**src/rtl/detector_pulsacion_if.sv**
```systemverilog
// Button-event bus: debounced button level in, registered event pulses and press count out.
interface detector_pulsacion_if;
   logic       btn;
   logic       pulso_press;
   logic       pulso_suelta;
   logic       pulso_corto;
   logic       pulso_largo;
   logic       pulso_rep;
   logic       presionado;
   logic [7:0] pulsaciones;

   modport master (
      output btn,
      input  pulso_press, pulso_suelta, pulso_corto, pulso_largo, pulso_rep,
      input  presionado, pulsaciones
   );

   modport slave (
      input  btn,
      output pulso_press, pulso_suelta, pulso_corto, pulso_largo, pulso_rep,
      output presionado, pulsaciones
   );
endinterface

```
**src/rtl/detector_pulsacion.sv**
```systemverilog
// Button press classifier: press/release/short/long/auto-repeat pulses, all registered.
// One edge from btn to pulse; btn has no backpressure, every event is reported once.
module detector_pulsacion #(
   parameter int LARGO   = 50000000,
   parameter int REPETIR = 10000000,
   parameter int ANCHO   = 26
) (
   input  logic                 clk,
   input  logic                 rst,
   detector_pulsacion_if.slave  bus
);
   typedef enum logic [1:0] {
      REPOSO     = 2'd0,
      PRESIONADO = 2'd1,
      REPETICION = 2'd2
   } estado_t;

   localparam logic [ANCHO-1:0] LIM_LARGO = ANCHO'(LARGO - 1);
   localparam logic [ANCHO-1:0] LIM_REP   = (REPETIR == 0) ? '0 : ANCHO'(REPETIR - 1);
   localparam bit               REP_ON    = (REPETIR != 0);

   estado_t          estado, estado_sig;
   logic [ANCHO-1:0] contador, contador_sig;
   logic [7:0]       cuenta, cuenta_sig;
   logic             press_sig, suelta_sig, corto_sig, largo_sig, rep_sig;

   always_comb begin
      estado_sig   = estado;
      contador_sig = contador;
      cuenta_sig   = cuenta;
      press_sig    = 1'b0;
      suelta_sig   = 1'b0;
      corto_sig    = 1'b0;
      largo_sig    = 1'b0;
      rep_sig      = 1'b0;
      case (estado)
         REPOSO: begin
            contador_sig = '0;
            if (bus.btn) begin
               estado_sig = PRESIONADO;
               press_sig  = 1'b1;
               cuenta_sig = cuenta + 8'd1;
            end
         end
         PRESIONADO: begin
            // Release is checked first so a release on the threshold edge is still a short press.
            if (!bus.btn) begin
               estado_sig   = REPOSO;
               contador_sig = '0;
               suelta_sig   = 1'b1;
               corto_sig    = 1'b1;
            end else if (contador == LIM_LARGO) begin
               estado_sig   = REPETICION;
               contador_sig = '0;
               largo_sig    = 1'b1;
            end else begin
               contador_sig = contador + ANCHO'(1);
            end
         end
         REPETICION: begin
            if (!bus.btn) begin
               estado_sig   = REPOSO;
               contador_sig = '0;
               suelta_sig   = 1'b1;
            end else if (!REP_ON) begin
               contador_sig = '0;
            end else if (contador == LIM_REP) begin
               contador_sig = '0;
               rep_sig      = 1'b1;
            end else begin
               contador_sig = contador + ANCHO'(1);
            end
         end
         default: begin
            estado_sig   = REPOSO;
            contador_sig = '0;
         end
      endcase
   end

   always_ff @(posedge clk or posedge rst) begin
      if (rst) begin
         estado           <= REPOSO;
         contador         <= '0;
         cuenta           <= 8'd0;
         bus.pulso_press  <= 1'b0;
         bus.pulso_suelta <= 1'b0;
         bus.pulso_corto  <= 1'b0;
         bus.pulso_largo  <= 1'b0;
         bus.pulso_rep    <= 1'b0;
         bus.presionado   <= 1'b0;
      end else begin
         estado           <= estado_sig;
         contador         <= contador_sig;
         cuenta           <= cuenta_sig;
         bus.pulso_press  <= press_sig;
         bus.pulso_suelta <= suelta_sig;
         bus.pulso_corto  <= corto_sig;
         bus.pulso_largo  <= largo_sig;
         bus.pulso_rep    <= rep_sig;
         bus.presionado   <= (estado_sig != REPOSO);
      end
   end

   assign bus.pulsaciones = cuenta;
endmodule

```
**src/flat_wrapper.sv**
```systemverilog
// flat-port wrapper written by rule: the top's interface ports become plain ports
module detector_pulsacion_flat 
#(
   parameter int LARGO   = 50000000,
   parameter int REPETIR = 10000000,
   parameter int ANCHO   = 26
)
  (clk, rst, bus_btn, bus_pulso_press, bus_pulso_suelta, bus_pulso_corto, bus_pulso_largo, bus_pulso_rep, bus_presionado, bus_pulsaciones);
  detector_pulsacion_if bus_i ();
  input  logic clk;
  input  logic rst;
  input wire logic [$bits(bus_i.btn)-1:0] bus_btn;
  output wire logic [$bits(bus_i.pulso_press)-1:0] bus_pulso_press;
  output wire logic [$bits(bus_i.pulso_suelta)-1:0] bus_pulso_suelta;
  output wire logic [$bits(bus_i.pulso_corto)-1:0] bus_pulso_corto;
  output wire logic [$bits(bus_i.pulso_largo)-1:0] bus_pulso_largo;
  output wire logic [$bits(bus_i.pulso_rep)-1:0] bus_pulso_rep;
  output wire logic [$bits(bus_i.presionado)-1:0] bus_presionado;
  output wire logic [$bits(bus_i.pulsaciones)-1:0] bus_pulsaciones;
  assign bus_i.btn = bus_btn;
  assign bus_pulso_press = bus_i.pulso_press;
  assign bus_pulso_suelta = bus_i.pulso_suelta;
  assign bus_pulso_corto = bus_i.pulso_corto;
  assign bus_pulso_largo = bus_i.pulso_largo;
  assign bus_pulso_rep = bus_i.pulso_rep;
  assign bus_presionado = bus_i.presionado;
  assign bus_pulsaciones = bus_i.pulsaciones;
  detector_pulsacion #(.LARGO(LARGO), .REPETIR(REPETIR), .ANCHO(ANCHO)) u_core (.clk(clk), .rst(rst), .bus(bus_i));
endmodule
```
**config.mk**
```make
export PLATFORM = sky130hd
export DESIGN_NAME = detector_pulsacion_flat
export DESIGN_NICKNAME = d
export VERILOG_FILES = /design/src/rtl/detector_pulsacion_if.sv /design/src/rtl/detector_pulsacion.sv /design/src/flat_wrapper.sv
export SDC_FILE = /design/constraint.sdc
export NUM_CORES = 1
export LEC_CHECK = 0
export BUFFER_PORTS_ARGS = -buffer_cell sky130_fd_sc_hd__buf_2
export CAP_MARGIN = 0
export CORE_AREA = 3 3 88 90
export CTS_CLUSTER_SIZE = 14
export DETAILED_ROUTE_END_ITERATION = 7
export DIE_AREA = 0 0 91 93
export GPL_ROUTABILITY_DRIVEN = 0
export HOLD_SLACK_MARGIN = 0.15
export PLACE_DENSITY = 0.55
export SYNTH_ARGS = -nofsm -noshare
export SYNTH_HDL_FRONTEND = slang
export SYNTH_SLANG_ARGS = --single-unit
```
**constraint.sdc**
```tcl
create_clock -name clk -period 1.6 [get_ports clk]
set_input_delay 0.32 -clock clk [delete_from_list [all_inputs] [get_ports clk]]
set_output_delay 0.32 -clock clk [all_outputs]
set_load 0.005 [all_outputs]
```
==> flow_summary.json <==
{
  "status": "complete, but fails checks",
  "violations": "negative setup slack",
  "rsz0062_at_grt": "true",
  "switchingPower_uw": 1020,
  "cp.arrival_ns": 1.95,
  "postRouteAntennaNets": 0,
  "period_needed_ns": 1.76,
  "grt_start_max_net_pins": 43,
  "r2r-start": "u_core.contador[1]",
  "yosysMostFrequentCell": "dfrtp_1",
  "final-hold-violation-count": 0,
  "fin_area_sq_um": 3150,
  "fin_total_pwr_uw": 3140,
  "fmax_ghz": 0.567,
  "vias": 1772,
  "worst_clock_skew_ns": 0.00703,
  "die_x_um": 91,
  "setup_viol": 28,
  "worstPathRequired_ns": 1.79,
  "drive_above_1_share_pct": 47.2,
  "reg2regPathDepth": 6,
  "die_h_um": 93,
  "htreeDepth": 2,
  "yosys_warnings": 0,
  "overflow": 0,
  "startpoint_type": "flop",
  "fillers": 696,
  "synth_common_cells": "42 x dfrtp_1, 35 x nor2_1, 22 x xor2_1, 14 x nand2_1, 14 x nand3_1",
  "maxCapViolCount": 0,
  "diodes": 0,
  "ir_worst_vdd_mv": 0.457,
  "area_delta_synth_final_pct": 52.0,
  "io_pins": 17,
  "io_buffers": 16,
  "cts_buffer_depth": 2,
  "synth_top_flop_cell": "dfrtp_1",
  "dp.cells": 355,
  "relSlewSlack_pct": 75.2,
  "syn_inst": 201,
  "grt_util_all_layers_pct": 12.4,
  "start_util_pct": 29.0,
  "seq_area_frac_synth_pct": 50.8,
  "dr.pass1.iters": 4,
  "antenna_found_initial": 0,
  "avgSynthCellArea_sq_um": 10.3,
  "rrSetupSlack_ns": -0.16,
  "p_leak_uw": 0.00141,
  "p_seq_share_pct": 41.4,
  "hold_ws_ns": 0.306,
  "tightest_slew_ns": 0.370,
  "dieArea_sq_um": 8460,
  "switching_share_pct": 32.6,
  "final.setup.tns_ns": -3.68,
  "grt_pass1_vias": 1793,
  "core_region_area_sq_um": 7140,
  "clock_tree.root_cell": "clkbuf_8",
  "synth-seq-cells": 42,
  "clk_latency_ns": 0.30,
  "timing.final.ws_setup_ns": -0.163,
  "cp-endpoint": "u_core.contador[6]",
  "cts_tree": "yes",
  "cts_num_sinks": 42,
  "placed_cell_area_sq_um": 2590,
  "path_class": "reg -> reg",
  "drc": 0,
  "clk_pin_slew_worst_paths_ns": 0.08,
  "worstReg2RegEnd": "u_core.contador[6]",
  "hold_path_class": "in -> reg",
  "internal_power_uw": 2110,
  "slowest_delay_ns": 0.50,
  "period_share_pct": 110,
  "async_reset_ff_share_pct": 100,
  "power_density_nw_per_um2": 997,
  "synth_nets": 210,
  "syn_area_sq_um": 2070,
  "setup.worst_path.start": "u_core.contador[1]",
  "drtIter0Drc": 86,
  "rows": 31,
  "slew_viol_final": 0,
  "synthDominantCellAreaShare_pct": 50.8,
  "power.clock.fraction_pct": 26.6,
  "worstPathCellList": "ha_2 -> and4_4 -> nand4_1 -> o31a_4 -> nand2_8 -> nor2_2",
  "synth_top_cell_by_area": "dfrtp_1",
  "path_max_fanout": 7,
  "comb_power_share_pct": 32.0,
  "final_cells": 381,
  "avgViaCountPerCell": 4.65,
  "post_drt_wl_per_cell_um": 13.7,
  "synth_edf_count": 0,
  "crit_slowest_cell": "o31a_4",
  "cts_buffers": 5,
  "grt_pass1_wl_um": 8510,
  "nNetsFinal": 290,
  "endpoint_kind": "flop",
  "routed_wl_um": 5220,
  "dp_hpwl_um": 3170,
  "synthTopCellsByArea": "dfrtp_1 51%, xor2_1 9.3%, nor2_1 6.3%",
  "synth.distinct_cells": 30
}
[worst min path at each step]
stage / from / to / slack, ns / cells past startpoint
4_1_cts: bus_btn / u_core.bus.pulso_suelta / 0.27 / 2
2_1_floorplan: bus_btn / u_core.bus.pulso_corto / 0.39 / 1
3_5_place_dp: rst / u_core.bus.pulsaciones[0] / 0.40 / 3
3_3_place_gp: rst / u_core.bus.pulsaciones[0] / 0.39 / 3
5_1_grt: bus_btn / u_core.bus.pulso_suelta / 0.31 / 2
6_report: bus_btn / u_core.bus.pulso_suelta / 0.31 / 2
[final cells by class]
cell class | instances | area, sq um | area share, %
clock buffers | 5 | 68.8 | 2.19
well taps | 99 | 124 | 3.94
flip-flops and latches | 42 | 1050 | 33.4
multi-input cells | 152 | 1280 | 40.7
inverters | 7 | 26.3 | 0.835
clock inverters | 3 | 40.0 | 1.27
repair buffers | 73 | 556 | 17.7
[timing repair]
item                                    4_1_cts  5_1_grt
resized for setup                            13       53
hold buffers                                  1        0
cloned                                        2        1
endpoints found under the setup margin       29       30
buffers inserted                              7        8
endpoints found under the hold margin        42        0
pin swaps                                     9       34
[per-layer routing]
| metal | global-route usage, % | part of all wire [%] |
|---|---|---|
| met4 | 4.77 | 0.61 |
| met1 | 15.1 | 43 |
| met5 | 0 | 0 |
| met3 | 3.22 | 3.0 |
| met2 | 21.2 | 54 |
[registers in the layout (all words and copies together), names as in the netlist]
register and cells:
u_core.bus.pulsaciones 8, u_core.bus.pulso_suelta 1, u_core.bus.pulso_press 1, u_core.contador 26
u_core.estado 2, u_core.bus.presionado 1, u_core.bus.pulso_corto 1, u_core.bus.pulso_largo 1
u_core.bus.pulso_rep 1
[cells by family (layout without fill, tap and decap cells)]
family / count (synthesis) / after routing / synth area share [%]
AO/OA/AOI/OAI: 11 / 11 / 3.63
XOR/XNOR: 31 / 31 / 13.1
adder cells (fa/ha/maj): 6 / 6 / 3.63
buffers and inverters: 10 / 88 / 2.60
flip-flops: 42 / 42 / 50.8
multiplexers: 1 / 1 / 0.544
AND/OR/NAND/NOR: 100 / 103 / 25.7
[critical path, delay by kind of cell, from the launching register on]
| family | cells | cell delay (ns) |
|---|---|---|
| compound gates | 1 | 0.50 |
| fa+ha+maj | 1 | 0.19 |
| flops | 1 | 0.37 |
| simple gates | 4 | 0.58 |
[through the flow]
stage / setup slack, ns / util (%)
after floorplan: 0.00618 / -
after global placement: -0.192 / 36.3
after detailed placement: -0.186 / 36.3
after CTS: -0.125 / 39.5
after global routing: -0.220 / 44.1
final: -0.163 / 44.1
[power groups by stage]
stage               Combinational (uW)  Sequential (uW)  Clock (uW)
finish                            1000             1300         834
global route                      1090             1320         915
CTS                                692             1300         856
detailed placement                 569             1320           0
global placement                   556             1310           0
floorplan                          362             1320           0
[placed cells by master, fill, tap and decap left out, types with 4 or more instances in the layout]
cell and count:
nor2_4 6, nand2_1 14, clkbuf_8 5, and3_1 4
nand2_8 4, buf_4 51, nor2_2 16, inv_1 5
nand4_1 12, nand3_1 12, xor2_1 19, xnor2_1 9
dfrtp_1 42, buf_2 16, nor2_1 13, ha_1 4
Note: power is estimated with default switching activity, not from simulation.
